### src/rtl/pipeline_pkg.sv
// Shared pipeline definitions: fetch FSM encoding, NOP encoding, reset PC default.
package pipeline_pkg;

   localparam logic [31:0] NOP_INSTR        = 32'h0000_0000;
   localparam logic [31:0] RESET_PC_DEFAULT = 32'h0000_0000;

   typedef enum logic [1:0] {
      FETCH = 2'd0,
      HOLD  = 2'd1,
      DRAIN = 2'd2
   } fetch_state_e;

endpackage

### src/rtl/if_fetch_stage_if.sv
// Instruction-memory request/response bus between the fetch stage and imem.
interface if_fetch_stage_if #(
   parameter int unsigned ADDR_W = 32,
   parameter int unsigned DATA_W = 32
);
   logic              imem_req;
   logic [ADDR_W-1:0] imem_addr;
   logic              imem_ready;
   logic [DATA_W-1:0] imem_rdata;

   modport master (output imem_req, output imem_addr, input imem_ready, input imem_rdata);
   modport slave  (input imem_req, input imem_addr, output imem_ready, output imem_rdata);
endinterface

### src/rtl/if_id_reg.sv
// IF/ID pipeline register: squash beats load; hold when neither is asserted.
module if_id_reg
   import pipeline_pkg::*;
#(
   parameter int unsigned ADDR_W = 32,
   parameter int unsigned DATA_W = 32
) (
   input  logic              clk,
   input  logic              rst_n,
   input  logic              load,
   input  logic              squash,
   input  logic [DATA_W-1:0] d_instr,
   input  logic [ADDR_W-1:0] d_pc_plus4,
   output logic [DATA_W-1:0] instr,
   output logic [ADDR_W-1:0] pc_plus4,
   output logic              valid
);

   always_ff @(posedge clk or negedge rst_n) begin
      if (!rst_n) begin
         instr    <= DATA_W'(NOP_INSTR);
         pc_plus4 <= '0;
         valid    <= 1'b0;
      end else if (squash) begin
         instr    <= DATA_W'(NOP_INSTR);
         pc_plus4 <= '0;
         valid    <= 1'b0;
      end else if (load) begin
         instr    <= d_instr;
         pc_plus4 <= d_pc_plus4;
         valid    <= 1'b1;
      end
   end

endmodule

### src/rtl/if_fetch_stage.sv
// MIPS instruction-fetch stage: PC, imem request, one-entry skid buffer and
// redirect/drain handling feeding the IF/ID register.
module if_fetch_stage
   import pipeline_pkg::*;
#(
   parameter int unsigned       ADDR_W   = 32,
   parameter int unsigned       DATA_W   = 32,
   parameter logic [ADDR_W-1:0] RESET_PC = ADDR_W'(RESET_PC_DEFAULT)
) (
   input  logic                  clk,
   input  logic                  rst_n,
   input  logic                  pc_stall,
   input  logic                  IF_ID_stall,
   input  logic                  flush,
   input  logic [ADDR_W-1:0]     redirect_pc,
   if_fetch_stage_if.master      bus,
   output logic [DATA_W-1:0]     IF_ID_instr,
   output logic [ADDR_W-1:0]     IF_ID_pc_plus4,
   output logic                  IF_ID_valid
);

   fetch_state_e      state, state_nx;
   logic [ADDR_W-1:0] pc, pc_nx;
   logic [ADDR_W-1:0] drain_addr, drain_addr_nx;
   logic [DATA_W-1:0] skid_instr, skid_instr_nx;
   logic [ADDR_W-1:0] skid_pc4, skid_pc4_nx;
   logic              req_en;

   logic              stall, fire;
   logic [ADDR_W-1:0] pc_plus4, redirect_aligned;
   logic              ifid_load, ifid_squash;
   logic [DATA_W-1:0] ifid_d_instr;
   logic [ADDR_W-1:0] ifid_d_pc4;

   assign stall            = pc_stall | IF_ID_stall;
   assign pc_plus4         = pc + ADDR_W'(4);
   assign redirect_aligned = redirect_pc & ~ADDR_W'(3);

   // req_en keeps the request low for the reset cycle and the one right after.
   assign bus.imem_req  = req_en && (state != HOLD);
   assign bus.imem_addr = (state == DRAIN) ? drain_addr : pc;
   assign fire          = bus.imem_req & bus.imem_ready;

   always_comb begin
      state_nx      = state;
      pc_nx         = pc;
      drain_addr_nx = drain_addr;
      skid_instr_nx = skid_instr;
      skid_pc4_nx   = skid_pc4;
      ifid_load     = 1'b0;
      ifid_squash   = 1'b0;
      ifid_d_instr  = bus.imem_rdata;
      ifid_d_pc4    = pc_plus4;

      case (state)
         FETCH: begin
            if (flush) begin
               ifid_squash   = 1'b1;
               pc_nx         = redirect_aligned;
               skid_instr_nx = '0;
               skid_pc4_nx   = '0;
               // An outstanding, unanswered request must complete before redirecting.
               if (bus.imem_req && !bus.imem_ready) begin
                  state_nx      = DRAIN;
                  drain_addr_nx = pc;
               end
            end else if (fire) begin
               if (stall) begin
                  skid_instr_nx = bus.imem_rdata;
                  skid_pc4_nx   = pc_plus4;
                  state_nx      = HOLD;
               end else begin
                  ifid_load = 1'b1;
                  pc_nx     = pc_plus4;
               end
            end else if (!IF_ID_stall) begin
               ifid_squash = 1'b1;
            end
         end

         HOLD: begin
            if (flush) begin
               ifid_squash   = 1'b1;
               pc_nx         = redirect_aligned;
               skid_instr_nx = '0;
               skid_pc4_nx   = '0;
               state_nx      = FETCH;
            end else if (!stall) begin
               ifid_load     = 1'b1;
               ifid_d_instr  = skid_instr;
               ifid_d_pc4    = skid_pc4;
               pc_nx         = pc_plus4;
               skid_instr_nx = '0;
               skid_pc4_nx   = '0;
               state_nx      = FETCH;
            end
         end

         DRAIN: begin
            if (flush) begin
               ifid_squash = 1'b1;
               pc_nx       = redirect_aligned;
            end
            if (fire) begin
               state_nx = FETCH;
            end
         end

         default: state_nx = FETCH;
      endcase
   end

   always_ff @(posedge clk or negedge rst_n) begin
      if (!rst_n) begin
         state      <= FETCH;
         pc         <= RESET_PC;
         drain_addr <= RESET_PC;
         skid_instr <= '0;
         skid_pc4   <= '0;
         req_en     <= 1'b0;
      end else begin
         state      <= state_nx;
         pc         <= pc_nx;
         drain_addr <= drain_addr_nx;
         skid_instr <= skid_instr_nx;
         skid_pc4   <= skid_pc4_nx;
         req_en     <= 1'b1;
      end
   end

   if_id_reg #(
      .ADDR_W (ADDR_W),
      .DATA_W (DATA_W)
   ) u_if_id_reg (
      .clk        (clk),
      .rst_n      (rst_n),
      .load       (ifid_load),
      .squash     (ifid_squash),
      .d_instr    (ifid_d_instr),
      .d_pc_plus4 (ifid_d_pc4),
      .instr      (IF_ID_instr),
      .pc_plus4   (IF_ID_pc_plus4),
      .valid      (IF_ID_valid)
   );

endmodule
### src/flat_wrapper.sv
// flat-port wrapper written by rule: the top's interface ports become plain ports
module if_fetch_stage_flat import pipeline_pkg::*;
#(
   parameter int unsigned       ADDR_W   = 32,
   parameter int unsigned       DATA_W   = 32,
   parameter logic [ADDR_W-1:0] RESET_PC = ADDR_W'(RESET_PC_DEFAULT)
)
  (clk, rst_n, pc_stall, IF_ID_stall, flush, redirect_pc, IF_ID_instr, IF_ID_pc_plus4, IF_ID_valid, bus_imem_req, bus_imem_addr, bus_imem_ready, bus_imem_rdata);
  if_fetch_stage_if #(.ADDR_W(ADDR_W), .DATA_W(DATA_W)) bus_i ();
  input  logic clk;
  input  logic rst_n;
  input  logic pc_stall;
  input  logic IF_ID_stall;
  input  logic flush;
  input  logic [ADDR_W-1:0] redirect_pc;
  output logic [DATA_W-1:0] IF_ID_instr;
  output logic [ADDR_W-1:0] IF_ID_pc_plus4;
  output logic IF_ID_valid;
  output wire logic [$bits(bus_i.imem_req)-1:0] bus_imem_req;
  output wire logic [$bits(bus_i.imem_addr)-1:0] bus_imem_addr;
  input wire logic [$bits(bus_i.imem_ready)-1:0] bus_imem_ready;
  input wire logic [$bits(bus_i.imem_rdata)-1:0] bus_imem_rdata;
  assign bus_imem_req = bus_i.imem_req;
  assign bus_imem_addr = bus_i.imem_addr;
  assign bus_i.imem_ready = bus_imem_ready;
  assign bus_i.imem_rdata = bus_imem_rdata;
  if_fetch_stage #(.ADDR_W(ADDR_W), .DATA_W(DATA_W), .RESET_PC(RESET_PC)) u_core (.clk(clk), .rst_n(rst_n), .pc_stall(pc_stall), .IF_ID_stall(IF_ID_stall), .flush(flush), .redirect_pc(redirect_pc), .bus(bus_i), .IF_ID_instr(IF_ID_instr), .IF_ID_pc_plus4(IF_ID_pc_plus4), .IF_ID_valid(IF_ID_valid));
endmodule
### config.mk
export PLATFORM = sky130hd
export DESIGN_NAME = if_fetch_stage_flat
export DESIGN_NICKNAME = d
export VERILOG_FILES = /design/src/rtl/pipeline_pkg.sv /design/src/rtl/if_fetch_stage_if.sv /design/src/rtl/if_id_reg.sv /design/src/rtl/if_fetch_stage.sv /design/src/flat_wrapper.sv
export SDC_FILE = /design/constraint.sdc
export NUM_CORES = 1
export LEC_CHECK = 0
export CAP_MARGIN = 20
export CORE_ASPECT_RATIO = 1.75
export CORE_MARGIN = 2
export CORE_UTILIZATION = 35
export CTS_CLUSTER_DIAMETER = 200
export DETAILED_ROUTE_END_ITERATION = 7
export MAX_ROUTING_LAYER = met4
export PLACE_DENSITY = 0.61
export SLEW_MARGIN = 20
export SYNTH_ARGS = -nofsm -noshare
export SYNTH_HDL_FRONTEND = slang
export SYNTH_SLANG_ARGS = --single-unit
export TNS_END_PERCENT = 1
### constraint.sdc
create_clock -name clk -period 2.4 [get_ports clk]
set_input_delay 0.72 -clock clk [delete_from_list [all_inputs] [get_ports clk]]
set_output_delay 0.72 -clock clk [all_outputs]
set_load 0.03 [all_outputs]
# == Yosys cells after proc, flatten, opt, wreduce, memory -nomap -nowiden ==
# Index checks and enable logic that the tools add are counted.
# word_totals
regBits,196
inputBits,70
output_inout_bits,98
# classes
n_eq_ne,9
n_reduce_logical,12
n_mux,45
n_bitwise,2
n_addsub,1
# ops
op,count
32-bit 2-to-1 mux,22
32-bit case mux with 2 select lines,2
32-bit case mux with 3 select lines,1
32-bit by 3-bit adder with 32-bit output (second input constant),1
2-bit 2-to-1 mux,7
1-bit 2-to-1 mux,10
3-bit by 2-bit inequality test with 1-bit output (second input constant),3
3-bit AND reduction,3
2-bit case mux with 3 select lines,1
5-bit AND reduction,1
2-bit by 1-bit inequality test with 1-bit output (second input constant),2
1-bit case mux with 2 select lines,2
2-bit nonzero test,2
3-bit inequality test (second input constant),1
3-bit nonzero test,1
2-bit by 1-bit == test with 1-bit output (second input constant),1
2-bit == test (second input constant),1
1-bit logical AND,2
2-bit zero test,1
2-bit inequality test (second input constant),1
2-bit OR reduction,1
1-bit bitwise AND,1
1-bit zero test,1
1-bit bitwise OR,1

# == Logic depth before layout (Yosys ltp) ==
# logic_depth
ltp_word,8
mapped_depth,9
ltp_nobuf,7

# == By module ==
# A second synthesis with hierarchy kept.
# hier_totals
hier_cells,1004
area_unflattened_um2,9934.5
# by_module_without_submodules
mod,area_each_um2,cells_each,instances
if_fetch_stage,7297.0,795,1
if_id_reg,2637.5,209,1

# == Worst setup path before layout ==
# OpenSTA, ideal clock, no wires.
# synth_timing
kind,register -> output
startpoint,reg u_core.state[0]
endpoint,out bus_imem_addr[11]
path_stages_with_launch,7
required_time_ps,1680
n_path_buf,3
setup_slack_ps,-240
t_arrival_ps,1920
path_cell_list,dfrtp_1 -> inv_1 -> ha_1 -> clkbuf_1 -> clkbuf_1 -> clkbuf_1 -> o21ai_0
# synth_between
elab_chain_len,2
# synth_rtl
item,line,source
from (decl),if_fetch_stage.sv:22,"fetch_state_e state, state_nx;"
from (signal assigned),if_fetch_stage.sv:122,state <= state_nx;
2-bit == test,if_fetch_stage.sv:41,assign bus.imem_addr = (state == DRAIN) ? drain_addr : pc;
32-bit 2-to-1 mux,if_fetch_stage.sv:41,
to (decl),flat_wrapper.sv:20,output wire logic [$bits(bus_i.imem_addr)-1:0] bus_imem_addr;
# No other way between the ends.

# == Final worst setup path ==
# layout_timing
startpoint,reg u_core.state[1]
endpoint,out bus_imem_addr[25]
# Same word-level chain as after synthesis.

==> run summary <==
The dominant cell type by count on the critical path was sky130_fd_sc_hd__buf_12. The detail route stage leaves a number of antenna-violating nets equal to 0. Yosys mapped a number of flops with a built-in enable equal to 0. The sink count of the clock tree was 192; the setup slack at placement was -0.504 ns. After synthesis, the netlist uses 62 different library cells. The average size of a mapped cell is 10.2 µm². The routed via count divided by cell count is 5.36. For the placer's final routability congestion estimate, the log shows 0.929. For this run the aggregate overflow at the end of global routing stands at 0. In this run the core area contains 78 standard-cell rows. The run gives 0.45 ns as the worst-skew pair later-pin latency.

The number of port buffers was 163; the leakage power was 5.54 nW. The flow ran to the end, but the final reports show violations. After routing, the total negative slack on setup checks comes to -4.61 ns. The initial antenna violation count was 0; the horizontal extent of the die was 127 µm. The slowest stage of the critical path is the sky130_fd_sc_hd__dfrtp_1 cell. The critical path launch point type was a flip-flop.

The run gives 7,813 as the via count. For this run, the number of Yosys warnings is 0. Of all flip-flops after synthesis, the portion carrying an async set or reset was 100%. For this run, the total global-route usage over all layers was measured as 20.3%.

Among cell families on the critical path, the largest total delay comes from buffers and inverters. The sort of element at the end of the critical path is a primary output. Across the whole layout, storage elements account for 4800 µm².

Setup repair after global routing could not meet its margin everywhere. In the final layout, the share of cells above drive strength 1 is 23.2%. The DRC marker count from the first detailed-route iteration was 525; the die outline height was 220 µm. For the number of inserted filler cells in the final layout, the log shows 2,402.

For the overall die area, the log shows 27,900 µm². The data arrival time of the critical path is 1.91 ns, and the maximum VDD drop is 0.000784 V. Static timing analysis puts the maximum clock frequency at 381 MHz. The first global-routing pass estimated 43,000 µm of wire. The number of register bits inferred by synthesis is 192.

The checks that failed: setup timing. Dividing total power by cell area gives a power density of 1180 nW/µm². Clock root buffer: sky130_fd_sc_hd__clkbuf_16. Between clock sinks in the finished design, the worst skew comes to 0.0100 ns.

Walking the worst path, the cells encountered are ha_4, buf_12, buf_12, buf_16, buf_12, o21ai_4, buf_12. For this run, design rule violations remaining after detail routing come to 0. Together, buffers and inverters on the worst path number 5.

Longest individual stage delay on the worst path: 0.41 ns. The area growth from synthesis to layout is 40.0%. The run gives 1,200 as the final net count. In the final routed layout, each cell accounts on average for 18.7 µm. For this configuration, the core starts out at a cell density of 35.7%.

TritonCTS built the clock tree. The antenna diode count was 0. Clock-pin slew was measured on the worst setup and hold paths at 0.07 ns. Max-cap violations in this run came to 0. The final setup slack of the worst path is -0.225 ns, and the post-synthesis instance total is 913. The cell area that synthesis handed to floorplanning was 9290 µm². The via count of the first global-routing pass was 7,955. For the sequential cell area fraction in the yosys report, the log shows 51.7%. The worst setup path is of the flip-flop to primary output kind. The number of pins exceeding their max-slew limit in the final report was 0. After layout, the design draws a total of 15.4 mW. The run gives 0 as the number of hold-repair buffers added at the cts stage. The core region is 26,100 µm². Class of the worst hold path: primary input to async pin. Setup violations remaining at the end of the flow were counted as 30. The clock tree synthesis step divided the H-tree into 4 levels.

Pin count of the biggest net entering global routing: 72. The first-pass detailed-route iteration total is 5. In this run the worst path has a maximum fanout of 8. The share of the clock period used by the worst path came out at 109%. Once detailed placement completed, the half-perimeter wirelength came to 19,600 µm. The number of buffers between clock root and the deepest sink is 2, and the required time at the worst-slack endpoint is 1.68 ns.

The dominant synthesized flop cell was sky130_fd_sc_hd__dfrtp_1. In this run the count of I/O pins placed on the die edge is 168. The number of buffers inserted during clock tree synthesis was 17. The final number of hold-violating endpoints was 0; the minimum clock period after layout was 2.63 ns. The run gives 27,300 µm as the routed wire length. The total area of multi-input combinational cells was 4320 µm².
-- per-layer routing --
layer	vias to the layer above	GRT usage [%]	wire (µm)
met2	191	36.4	14800
met4	0	7.73	734
met5	-	-	0
li1	3718	-	-
met3	40	3.23	876
met1	3864	22.7	10800
-- logic make-up (layout without fill, tap and decap cells) --
family          count (synthesis)  count (layout)  synth area share [%]
simple gates                  281             281                  14.3
compound gates                264             264                  19.9
flops                         192             192                  51.7
buf+inv                        88             312                  4.19
mux                            54              54                  6.53
xor+xnor                       27              27                  2.55
fa+ha+maj                       5               5                 0.673
other cells                     2               3                0.0808
-- cell usage after synthesis, types with 3 or more instances --
| cell type | instances | area share, % |
|---|---|---|
| sky130_fd_sc_hd__a2bb2oi_1 | 11 | 1.0 |
| sky130_fd_sc_hd__nor2b_1 | 4 | 0.27 |
| sky130_fd_sc_hd__nor3_2 | 5 | 0.54 |
| sky130_fd_sc_hd__buf_2 | 32 | 1.7 |
| sky130_fd_sc_hd__mux2_2 | 53 | 6.4 |
| sky130_fd_sc_hd__o211ai_1 | 5 | 0.40 |
| sky130_fd_sc_hd__nor4_1 | 3 | 0.20 |
| sky130_fd_sc_hd__a21oi_1 | 29 | 1.6 |
| sky130_fd_sc_hd__nand2_1 | 135 | 5.5 |
| sky130_fd_sc_hd__a211oi_1 | 8 | 0.65 |
| sky130_fd_sc_hd__and2_1 | 4 | 0.27 |
| sky130_fd_sc_hd__a211o_1 | 3 | 0.28 |
| sky130_fd_sc_hd__a22o_1 | 37 | 3.5 |
| sky130_fd_sc_hd__nand4_1 | 12 | 0.81 |
| sky130_fd_sc_hd__inv_1 | 11 | 0.44 |
| sky130_fd_sc_hd__a22oi_1 | 12 | 0.97 |
| sky130_fd_sc_hd__clkbuf_1 | 38 | 1.5 |
| sky130_fd_sc_hd__xor2_1 | 13 | 1.2 |
| sky130_fd_sc_hd__nand3_4 | 3 | 0.57 |
| sky130_fd_sc_hd__a32oi_1 | 5 | 0.47 |
| sky130_fd_sc_hd__a311oi_1 | 33 | 3.1 |
| sky130_fd_sc_hd__and3_1 | 6 | 0.40 |
| sky130_fd_sc_hd__ha_1 | 5 | 0.67 |
| sky130_fd_sc_hd__or3_1 | 3 | 0.20 |
| sky130_fd_sc_hd__a31oi_1 | 5 | 0.34 |
| sky130_fd_sc_hd__nand3_1 | 23 | 1.2 |
| sky130_fd_sc_hd__o21ai_0 | 72 | 3.9 |
| sky130_fd_sc_hd__nor3_1 | 5 | 0.27 |
| sky130_fd_sc_hd__o22ai_1 | 10 | 0.67 |
| sky130_fd_sc_hd__buf_4 | 5 | 0.40 |
| sky130_fd_sc_hd__a2111oi_0 | 3 | 0.28 |
| sky130_fd_sc_hd__dfrtp_1 | 192 | 52 |
| sky130_fd_sc_hd__a21o_1 | 13 | 1.1 |
| sky130_fd_sc_hd__nor2_1 | 65 | 2.6 |
| sky130_fd_sc_hd__xnor2_1 | 14 | 1.3 |
-- metrics by stage --
stage	hold slack [ns]	utilization [%]	instances	area (µm²)
CTS	0.214	48.6	1446	12700
global placement	0.460	46.0	1412	12000
floorplan	0.424	-	914	9310
finish	0.216	49.9	1458	13000
global route	0.231	49.9	1458	13000
detailed placement	0.470	46.0	1412	12000
-- area by class of cell --
type	instances	share of cell area, %
Multi-Input combinational cell	634	33.2
Clock inverter	12	0.654
Clock buffer	20	3.51
Timing Repair Buffer	269	22.3
Inverter	11	0.318
Sequential cell	192	37.0
Tap cell	320	3.08
-- final timing paths --
kind	slack [ns]	from	endpoint	cells past startpoint
worst max-delay path	-0.23	u_core.state[1]	bus_imem_addr[25]	7
worst min-delay path	0.22	rst_n	u_core.drain_addr[7]	1
worst max register to register	0.04	u_core.state[1]	u_core.pc[30]	11
worst min register to register	0.48	u_core.u_if_id_reg.pc_plus4[8]	u_core.u_if_id_reg.pc_plus4[8]	1
max in group asynchronous	1.53	rst_n	u_core.u_if_id_reg.pc_plus4[0]	2
min in group clk	0.48	u_core.u_if_id_reg.pc_plus4[8]	u_core.u_if_id_reg.pc_plus4[8]	1
-- flip-flops by register name (all words and copies together) (netlist names) --
register / flops
u_core.skid_pc4: 32
u_core.skid_instr: 32
u_core.drain_addr: 30
u_core.state: 2
u_core.req_en: 1
u_core.u_if_id_reg.instr: 32
u_core.pc: 30
u_core.u_if_id_reg.pc_plus4: 32
u_core.u_if_id_reg.valid: 1
-- report_power, final --
part | switching [mW] | total (mW) | internal [mW]
sequential | 0.785 | 4.88 | 4.09
combinational | 4.11 | 7.84 | 3.73
clock | 1.29 | 2.67 | 1.38
total | 6.18 | 15.4 | 9.20
-- cells in the final DEF (no fill, tap or decap), drive strengths merged, types with 7 or more instances in the layout --
cell	Yosys	final
a311oi	33	33
mux2	53	53
a2bb2oi	11	11
xor2	13	13
nor2	65	65
xnor2	14	14
o22ai	11	11
and3	7	7
nand3	26	26
clkbuf	38	23
o21ai	74	74
a22oi	12	12
buf	39	133
a21oi	29	29
a22o	37	37
a211oi	9	9
clkdlybuf4s50	0	131
nand4	12	12
nand2	135	135
a21o	14	14
nor3	11	11
inv	11	13
dfrtp	192	192
-- repair_timing --
item	4_1_cts	5_1_grt
gates resized for setup	38	65
setup endpoints to repair	36	95
pin swaps	1	8
setup buffers	1	10
cloned	1	2
Note: power is estimated with default switching activity, not from simulation.
